===== config.mk =====
export PLATFORM = sky130hd
export DESIGN_NAME = uart_receiver
export DESIGN_NICKNAME = d
export VERILOG_FILES = /design/src/rtl/uart_receiver_pkg.sv /design/src/rtl/uart_receiver_baud_controller.sv /design/src/rtl/uart_receiver.sv
export SDC_FILE = /design/constraint.sdc
export NUM_CORES = 1
export LEC_CHECK = 0
export BUFFER_PORTS_ARGS = -buffer_cell sky130_fd_sc_hd__buf_2
export CAP_MARGIN = 5
export CORE_UTILIZATION = 61
export CTS_CLUSTER_DIAMETER = 60
export DETAILED_ROUTE_END_ITERATION = 6
export PLACE_DENSITY = 0.8
export REMOVE_ABC_BUFFERS = 1
export SYNTH_ARGS = -nofsm -noshare
export SYNTH_HDL_FRONTEND = slang
export SYNTH_SLANG_ARGS = --single-unit

===== constraint.sdc =====
create_clock -name clk -period 2.48 [get_ports clk]
set_clock_uncertainty 0.1 [all_clocks]
set_input_delay 0.372 -clock clk [delete_from_list [all_inputs] [get_ports clk]]
set_output_delay 0.372 -clock clk [all_outputs]
set_load 0.01 [all_outputs]

===== src/rtl/uart_receiver_pkg.sv =====
// Shared receiver definitions: FSM state encoding, oversampling constants
// and the baud_select divisor table used by the transmitter as well.
package uart_receiver_pkg;

  typedef enum logic [2:0] {
    ST_IDLE   = 3'd0,
    ST_START  = 3'd1,
    ST_DATA   = 3'd2,
    ST_PARITY = 3'd3,
    ST_STOP   = 3'd4
  } rx_state_e;

  localparam int OVERSAMPLE_DEF = 16;
  localparam int MID_TICK_DEF   = 7;
  localparam int BAUD_CNT_W     = 14;

  // System clocks per sample_ENABLE tick (50 MHz clock, 16x oversampling).
  function automatic logic [BAUD_CNT_W-1:0] baud_divisor(input logic [2:0] sel);
    logic [BAUD_CNT_W-1:0] div;
    case (sel)
      3'b000:  div = 14'd10417;
      3'b001:  div = 14'd2604;
      3'b010:  div = 14'd651;
      3'b011:  div = 14'd326;
      3'b100:  div = 14'd163;
      3'b101:  div = 14'd81;
      3'b110:  div = 14'd54;
      3'b111:  div = 14'd27;
      default: div = 14'd27;
    endcase
    return div;
  endfunction

endpackage


===== src/rtl/uart_receiver_baud_controller.sv =====
// Baud-rate tick generator: one-clock sample_ENABLE pulse every
// baud_divisor(baud_select) clocks; active-high asynchronous reset.
module baud_controller
  import uart_receiver_pkg::*;
(
  input  logic       reset,
  input  logic       clk,
  input  logic [2:0] baud_select,
  output logic       sample_ENABLE
);

  logic [BAUD_CNT_W-1:0] div_s;
  logic [BAUD_CNT_W-1:0] cnt_q, cnt_d;
  logic                  en_q, en_d;

  // ">=" rather than "==" so a rate change never strands the counter above the new limit.
  always_comb begin
    div_s = baud_divisor(baud_select);
    if (cnt_q >= (div_s - 14'd1)) begin
      cnt_d = 14'd0;
      en_d  = 1'b1;
    end else begin
      cnt_d = cnt_q + 14'd1;
      en_d  = 1'b0;
    end
  end

  always_ff @(posedge clk or posedge reset) begin
    if (reset) begin
      cnt_q <= 14'd0;
      en_q  <= 1'b0;
    end else begin
      cnt_q <= cnt_d;
      en_q  <= en_d;
    end
  end

  assign sample_ENABLE = en_q;

endmodule


===== src/rtl/uart_receiver.sv =====
// UART receiver: 1 start, 8 data LSB-first, even parity, 1 stop; 16x
// oversampled with mid-bit sampling, reporting bytes and parity/framing errors.
module uart_receiver
  import uart_receiver_pkg::*;
#(
  parameter int OVERSAMPLE = OVERSAMPLE_DEF,
  parameter int MID_TICK   = MID_TICK_DEF
) (
  input  logic       clk,
  input  logic       reset,
  input  logic [2:0] baud_select,
  input  logic       Rx_EN,
  input  logic       RxD,
  output logic [7:0] Rx_DATA,
  output logic       Rx_VALID,
  output logic       Rx_PERROR,
  output logic       Rx_FERROR
);

  localparam logic [3:0] LAST_TICK = 4'(OVERSAMPLE - 1);
  localparam logic [3:0] MID_IDX   = 4'(MID_TICK);

  logic       Rx_sample_ENABLE;
  logic       sync1_q, sync_q, prev_q;
  rx_state_e  state_q;
  logic [3:0] tick_q;
  logic [3:0] tick_nxt_s;
  logic [2:0] bit_q;
  logic [7:0] shift_q;
  logic       xor_q, perr_q;
  logic [7:0] rx_data_q;
  logic       valid_q, perror_q, ferror_q;

  baud_controller baud_controller_rx_instance (
    .reset         (~reset),
    .clk           (clk),
    .baud_select   (baud_select),
    .sample_ENABLE (Rx_sample_ENABLE)
  );

  // prev_q follows the line per tick, not per clock, so an edge between ticks is still seen.
  always_ff @(posedge clk or negedge reset) begin
    if (!reset) begin
      sync1_q <= 1'b1;
      sync_q  <= 1'b1;
      prev_q  <= 1'b1;
    end else begin
      sync1_q <= RxD;
      sync_q  <= sync1_q;
      if (Rx_sample_ENABLE) begin
        prev_q <= sync_q;
      end else begin
        prev_q <= prev_q;
      end
    end
  end

  always_comb begin
    tick_nxt_s = (tick_q == LAST_TICK) ? 4'd0 : (tick_q + 4'd1);
  end

  // The start-edge tick is tick 0, so the start sample lands MID_TICK ticks later.
  always_ff @(posedge clk or negedge reset) begin
    if (!reset) begin
      state_q   <= ST_IDLE;
      tick_q    <= 4'd0;
      bit_q     <= 3'd0;
      shift_q   <= 8'h00;
      xor_q     <= 1'b0;
      perr_q    <= 1'b0;
      rx_data_q <= 8'h00;
      valid_q   <= 1'b0;
      perror_q  <= 1'b0;
      ferror_q  <= 1'b0;
    end else begin
      valid_q <= 1'b0;
      if (!Rx_EN) begin
        state_q <= ST_IDLE;
        tick_q  <= 4'd0;
        bit_q   <= 3'd0;
        shift_q <= 8'h00;
        xor_q   <= 1'b0;
        perr_q  <= 1'b0;
      end else if (Rx_sample_ENABLE) begin
        case (state_q)
          ST_IDLE: begin
            if (prev_q && !sync_q) begin
              state_q  <= ST_START;
              tick_q   <= 4'd0;
              perror_q <= 1'b0;
              ferror_q <= 1'b0;
            end
          end
          ST_START: begin
            if (tick_nxt_s == MID_IDX) begin
              tick_q <= 4'd0;
              bit_q  <= 3'd0;
              xor_q  <= 1'b0;
              state_q <= sync_q ? ST_IDLE : ST_DATA;
            end else begin
              tick_q <= tick_nxt_s;
            end
          end
          ST_DATA: begin
            tick_q <= tick_nxt_s;
            if (tick_q == LAST_TICK) begin
              shift_q[bit_q] <= sync_q;
              xor_q          <= xor_q ^ sync_q;
              if (bit_q == 3'd7) begin
                state_q <= ST_PARITY;
              end else begin
                bit_q <= bit_q + 3'd1;
              end
            end
          end
          ST_PARITY: begin
            tick_q <= tick_nxt_s;
            if (tick_q == LAST_TICK) begin
              perr_q  <= sync_q ^ xor_q;
              state_q <= ST_STOP;
            end
          end
          ST_STOP: begin
            tick_q <= tick_nxt_s;
            if (tick_q == LAST_TICK) begin
              if (sync_q && !perr_q) begin
                rx_data_q <= shift_q;
                valid_q   <= 1'b1;
              end
              if (!sync_q) begin
                ferror_q <= 1'b1;
              end
              if (perr_q) begin
                perror_q <= 1'b1;
              end
              state_q <= ST_IDLE;
            end
          end
          default: begin
            state_q <= ST_IDLE;
            tick_q  <= 4'd0;
            bit_q   <= 3'd0;
          end
        endcase
      end
    end
  end

  assign Rx_DATA   = rx_data_q;
  assign Rx_VALID  = valid_q;
  assign Rx_PERROR = perror_q;
  assign Rx_FERROR = ferror_q;

endmodule

==> run summary, run 1 <==
Hold Fails Final Rpt = 0
DRC = 0
Post-Layout Inst Area = 4039 um^2
Crit Path Class = in2reg
Die H = 73.64 um
pwr dens = 523.3 nW/um^2
period utilisation layout = 121.9%
#FFs+latches synth = 49
HPWL after DPL = 4.774 mm
IO Pins = 18
CP Launch Type = primary input
worst r2r path cells = 10
Root Driver = clkbuf_8
largest net degree at the start of global routing = 50
Worst Setup SP = baud_select[1]
crit path DAT = 3110 ps
Max Slew Vio Count = 0
RSZ-0062 raised after global routing = true
area grow syn2layout = 29.02%
register area share after synthesis = 39.29%
EDFF count, synth = 0
GP Congestion = 0.9312
clock buffer depth = 2
mapped cell area = 3131 um^2
warnings from Yosys = 0
IO Port Bufs = 17
area leader, netlist = dfrtp_1
Reg-to-Reg Start = baud_controller_rx_instance.cnt_q[0]
Max Clock Freq = 330.7 MHz
fill count = 280
Tightest Pin Transition = 602.4 ps
Post-DP Area = 3560 um^2
crit path cell chain = buf_12 > inv_6 > buf_6 > ha_4 > and4bb_2 > o2111a_1 > buf_4 > xnor2_1 > a21o_1 > ha_4 > nand2_4 > or3_4 > o211a_1 > o31ai_4 > buf_6 > buf_12 > nor2_2
Tot GR Track Use = 30.86%
initial core utilization = 64.99%
1st-iter DRT viols = 192
clock latency on the worst-skew pair = 310 ps
Power Total = 2.114 mW
nets = 428
register-to-register setup slack = 180 ps
Vias = 2,722
clk slew on worst S/H paths = 100 ps
share of cells above drive strength 1 = 34.01%
setup TNS = -7897 ps
status = finished, violations left
final worst path period need = 3024 ps
CTS tree = yes
FFs w/ async S/R, synth = 100.0%
Final WS setup = -544.1 ps
CTS Hold Bufs = 0
Setup violations, final = 15
failing checks = negative setup slack
total grt overflow = 0
pre-CTS WS = -835.1 ps
Synth Instances = 328
slowest CP cell = or3_4
wire per inst = 17.98 um
Most used DFF post-synth = dfrtp_1
Synth cell types = 54
# H-tree levels = 2
CP Max Fanout = 8
Crit path required time = 2570 ps
Worst Hold Class = in2async
P_leak = 1.914 nW
most common cell after layout, fill and taps aside = dfrtp_1
routed wire length = 8.290 mm
max incr delay on CP = 390 ps
initial antenna violation count = 0
Avg Cell Area, Syn = 9.544 um^2
worst r2r dst = baud_controller_rx_instance.cnt_q[3]
DRT antenna net count = 0
DR vias/cell = 5.905
Std-Cell Rows = 25
vias in the first global route = 2,562
TritonCTS buffer count = 5
max cap viols = 0
clk sinks = 49
main area contributors after synthesis = dfrtp_1 (37%), ha_1 (11%), nor2_1 (4.8%), mux2_2 (3.2%), xor2_1 (3.1%)
Critical path buffers and inverters = 6
Fin Hold WS = 44.34 ps
Yosys top cell area share = 36.77%
1st-pass router iterations = 4
first-pass GRT wire length = 12.61 mm
Die X = 73.64 um
end point of the critical path = baud_controller_rx_instance.cnt_q[3]
Worst path depth = 17
CP endpoint kind = flop
commonest cells after routing, fill and taps aside = dfrtp_1 (46), buf_4 (44), nor2_1 (28), ha_1 (20), nand2_1 (19)
max_slew headroom = 59.84%
core area = 4817 um^2
Worst VDD drop = 0.0005666 V
diode count = 0
die area = 5422 um^2
crit-path leading delay family = simple AND/OR/NAND/NOR gates
[worst min-delay path by stage]
stage / from / end / slack, ps
floorplan: reset / Rx_DATA[0] / -20
global placement: sync1_q / sync_q / 250
detailed placement: sync1_q / sync_q / 260
CTS: RxD / sync1_q / 60
global route: RxD / sync1_q / 70
finish: reset / Rx_FERROR / 40
[cells in the mapped netlist, drive strengths merged, types with 2 or more instances]
cell type  count
dfrtp         46
nor2          41
ha            28
nand2         21
a21oi         17
nand3         17
o21ai         14
inv           12
nor2b         12
xor2          11
mux2           9
nand4          9
nor3           9
a21o           8
mux2i          7
xnor2          6
buf            5
clkbuf         5
nor3b          4
or3            4
a21boi         3
a22o           3
dfstp          3
nand3b         3
nand4b         3
or2            3
a211oi         2
a22oi          2
and2           2
nand2b         2
o31ai          2
[state kept, by name (all words and copies together), names as in the netlist, 3 cells and up]
| name | count |
|---|---|
| bit_q | 3 |
| baud_controller_rx_instance.cnt_q | 14 |
| shift_q | 8 |
| tick_q | 4 |
| Rx_DATA | 8 |
| state_q | 3 |
[metal layers]
layer	routed length [um]	part of all wire, %	global-route usage [%]
met3	354	4.3	4.938
met1	3513	42	40.73
met2	4171	50	50.15
met5	0	0	0
met4	251	3.0	13.68
[power by group]
group / switching [mW] / total, mW / internal, mW
logic: 0.344 / 0.655 / 0.311
clock network: 0.266 / 0.493 / 0.227
registers: 0.0923 / 0.965 / 0.873
total: 0.702 / 2.11 / 1.41
[area by class of cell]
cell class	instances	area (um^2)	share of cell area (%)
clock buffers	7	86.33	2.138
clock inverters	1	7.507	0.1859
inverters	13	61.31	1.518
multi-input cells	256	2021	50.03
flip-flops and latches	49	1230	30.45
well taps	67	83.83	2.076
repair buffers	68	549.3	13.60
[through the flow]
stage	instances	util, %
6_report	461	83.84
5_1_grt	461	83.84
4_1_cts	455	81.35
3_5_place_dp	441	73.90
3_3_place_gp	441	73.90
2_1_floorplan	318	-
[timing repair]
action / in CTS / in global routing
pin swaps: 23 / 8
buffers inserted: 5 / 7
cloned: 1 / 0
endpoints found under the setup margin: 15 / 15
endpoints found under the hold margin: 0 / 0
gates resized for setup: 49 / 20
[kinds of logic (layout without fill, tap and decap cells)]
logic type / after synthesis / count (layout) / synth area share (%)
AND/OR/NAND/NOR: 134 / 134 / 23.06
AO/OA/AOI/OAI: 61 / 61 / 13.23
flip-flops: 49 / 49 / 39.29
adder cells (fa/ha/maj): 28 / 28 / 11.19
buffers and inverters: 23 / 89 / 2.997
XOR/XNOR: 17 / 17 / 4.756
multiplexers: 16 / 16 / 5.476
Note: power is estimated with default switching activity, not from simulation.
==> run 2, diff against run 1 <==
Settings changed: CORE_ASPECT_RATIO set to 0.5.
==> run summary, run 2 (synthesis gave the netlist of run 1 again) <==
CTS tree = yes (unchanged)
Tot GR Track Use = 30.61% (was 30.86%)
most common cell after layout, fill and taps aside = dfrtp_1 (unchanged)
clock latency on the worst-skew pair = 310 ps (about the same)
Tightest Pin Transition = 507.2 ps (was 602.4 ps)
Post-DP Area = 3538 um^2 (was 3560 um^2)
wire per inst = 18.08 um (was 17.98 um)
vias in the first global route = 2,602 (was 2,562)
clk sinks = 49 (unchanged)
GP Congestion = 0.9182 (was 0.9312)
pwr dens = 533.0 nW/um^2 (was 523.3 nW/um^2)
DRT antenna net count = 0 (unchanged)
share of cells above drive strength 1 = 32.91% (was 34.01%)
IO Port Bufs = 17 (unchanged)
crit path cell chain = buf_12 > inv_8 > ha_4 > a21o_1 > ha_4 > nand2_4 > or2_4 > xor2_1 > mux2i_1 > ha_1 > nand4_1 > or3_1 > o211a_1 > o31ai_4 > buf_6 > nor2_2 (was buf_12 > inv_6 > buf_6 > ha_4 > and4bb_2 > o2111a_1 > buf_4 > xnor2_1 > a21o_1 > ha_4 > nand2_4 > or3_4 > o211a_1 > o31ai_4 > buf_6 > buf_12 > nor2_2)
CP Max Fanout = 6 (was 8)
initial antenna violation count = 0 (unchanged)
nets = 426 (was 428)
Die X = 103.3 um (was 73.64 um)
P_leak = 1.894 nW (was 1.914 nW)
worst r2r path cells = 9 (was 10)
initial core utilization = 67.20% (was 64.99%)
max incr delay on CP = 400 ps (was 390 ps)
Die H = 52.66 um (was 73.64 um)
fin cells = 458 (was 461)
Std-Cell Rows = 17 (was 25)
Power Total = 2.123 mW (was 2.114 mW)
routed wire length = 8.279 mm (was 8.290 mm)
Worst VDD drop = 0.0006170 V (was 0.0005666 V)
TritonCTS buffer count = 5 (unchanged)
critical path's most frequent cell = ha_4
largest net degree at the start of global routing = 28 (was 50)
max cap viols = 0 (unchanged)
Largest Register = baud_controller_rx_instance.cnt_q (unchanged)
max_slew headroom = 66.18% (was 59.84%)
Final WS setup = -638.7 ps (was -544.1 ps)
first-pass GRT wire length = 12.29 mm (was 12.61 mm)
Setup violations, final = 15 (unchanged)
Multi-input gate area = 1999 um^2 (was 2021 um^2)
1st-iter DRT viols = 113 (was 192)
fill count = 223 (was 280)
die area = 5440 um^2 (was 5422 um^2)
HPWL after DPL = 5.002 mm (was 4.774 mm)
setup TNS = -9291 ps (was -7897 ps)
pre-CTS WS = -928.1 ps (was -835.1 ps)
Hold Fails Final Rpt = 0 (unchanged)
diode count = 0 (unchanged)
1st-pass router iterations = 5 (was 4)
clk slew on worst S/H paths = 80 ps (was 100 ps)
DRC = 0 (unchanged)
CP Launch Type = primary input (unchanged)
# H-tree levels = 2 (unchanged)
max reg flops = 14 (unchanged)
Fin Hold WS = 76.30 ps (was 44.34 ps)
clock buffer depth = 2 (unchanged)
Core Util, Final = 85.50% (was 83.84%)
DP Cell Count = 439 (was 441)
period utilisation layout = 125.8% (was 121.9%)
Reg area = 1230 um^2 (unchanged)
Vias = 2,786 (was 2,722)
CP endpoint kind = flop (unchanged)
status = finished, violations left (unchanged)
RSZ-0062 raised after global routing = true (unchanged)
core area = 4658 um^2 (was 4817 um^2)
slowest CP cell = or3_1 (was or3_4)
total grt overflow = 0 (unchanged)
commonest cells after routing, fill and taps aside = dfrtp_1 (46), buf_4 (43), nor2_1 (27), ha_1 (22), nand2_1 (20) (was dfrtp_1 (46), buf_4 (44), nor2_1 (28), ha_1 (20), nand2_1 (19))
DR vias/cell = 6.083 (was 5.905)
crit path DAT = 3200 ps (was 3110 ps)
Crit Path Class = in2reg (unchanged)
Max Clock Freq = 320.6 MHz (was 330.7 MHz)
IO Pins = 18 (unchanged)
final worst path period need = 3119 ps (was 3024 ps)
Crit path required time = 2570 ps (about the same)
Worst Hold Class = in2reg (was in2async)
hold path cells = 1
failing checks = negative setup slack (unchanged)
Max Slew Vio Count = 0 (unchanged)
Root Driver = clkbuf_8 (unchanged)
Post-Layout Inst Area = 3983 um^2 (was 4039 um^2)
area grow syn2layout = 27.22% (was 29.02%)
==> run 2: timing repair <==
action | in CTS | in global routing
gates cloned | 1 | 0
hold buffers | 1 | 0
pin swaps | 29 | 11
gates resized for setup | 48 | 20
setup buffers | 8 | 1
endpoints found under the setup margin | 15 | 15
endpoints found under the hold margin | 19 | 0
==> run 2: power by group <==
part	switching [mW]	internal [mW]
logic	0.354	0.306
registers	0.0959	0.873
clock network	0.289	0.204
total	0.739	1.38
==> run 2: area by class of cell <==
type | instances | area share [%]
Clock inverter | 3 | 0.6283
Tap cell | 66 | 2.074
Sequential cell | 49 | 30.88
Multi-Input combinational cell | 256 | 50.20
Inverter | 13 | 1.602
Clock buffer | 5 | 1.728
Timing Repair Buffer | 66 | 12.88
==> run 2: per-layer routing <==
| layer | wire (um) | vias up | global-route usage (%) |
|---|---|---|---|
| met5 | 0 | - | 0 |
| met3 | 458 | 26 | 5.200 |
| li1 | - | 1285 | - |
| met2 | 4186 | 116 | 57.33 |
| met4 | 244 | 0 | 12.21 |
| met1 | 3390 | 1359 | 35.35 |
==> run 2: final timing paths <==
check,from,slack (ps),endpoint
worst min-delay path,RxD,80,sync1_q
max in group asynchronous,reset,1080,baud_controller_rx_instance.cnt_q[13]
worst max register to register,baud_controller_rx_instance.cnt_q[0],130,baud_controller_rx_instance.cnt_q[10]
worst max-delay path,baud_select[1],-640,baud_controller_rx_instance.cnt_q[10]
worst min register to register,sync1_q,250,sync_q
min in group asynchronous,reset,450,tick_q[3]
==> run 2: critical path, delay by kind of cell <==
kind,cells,cell delay [ps]
AOI/OAI and AO/OA,3,610
xor gates and xnor gates,1,180
adders and majority gates,3,650
buffers and inverters,3,380
muxes,1,120
and+or+nand+nor,5,890
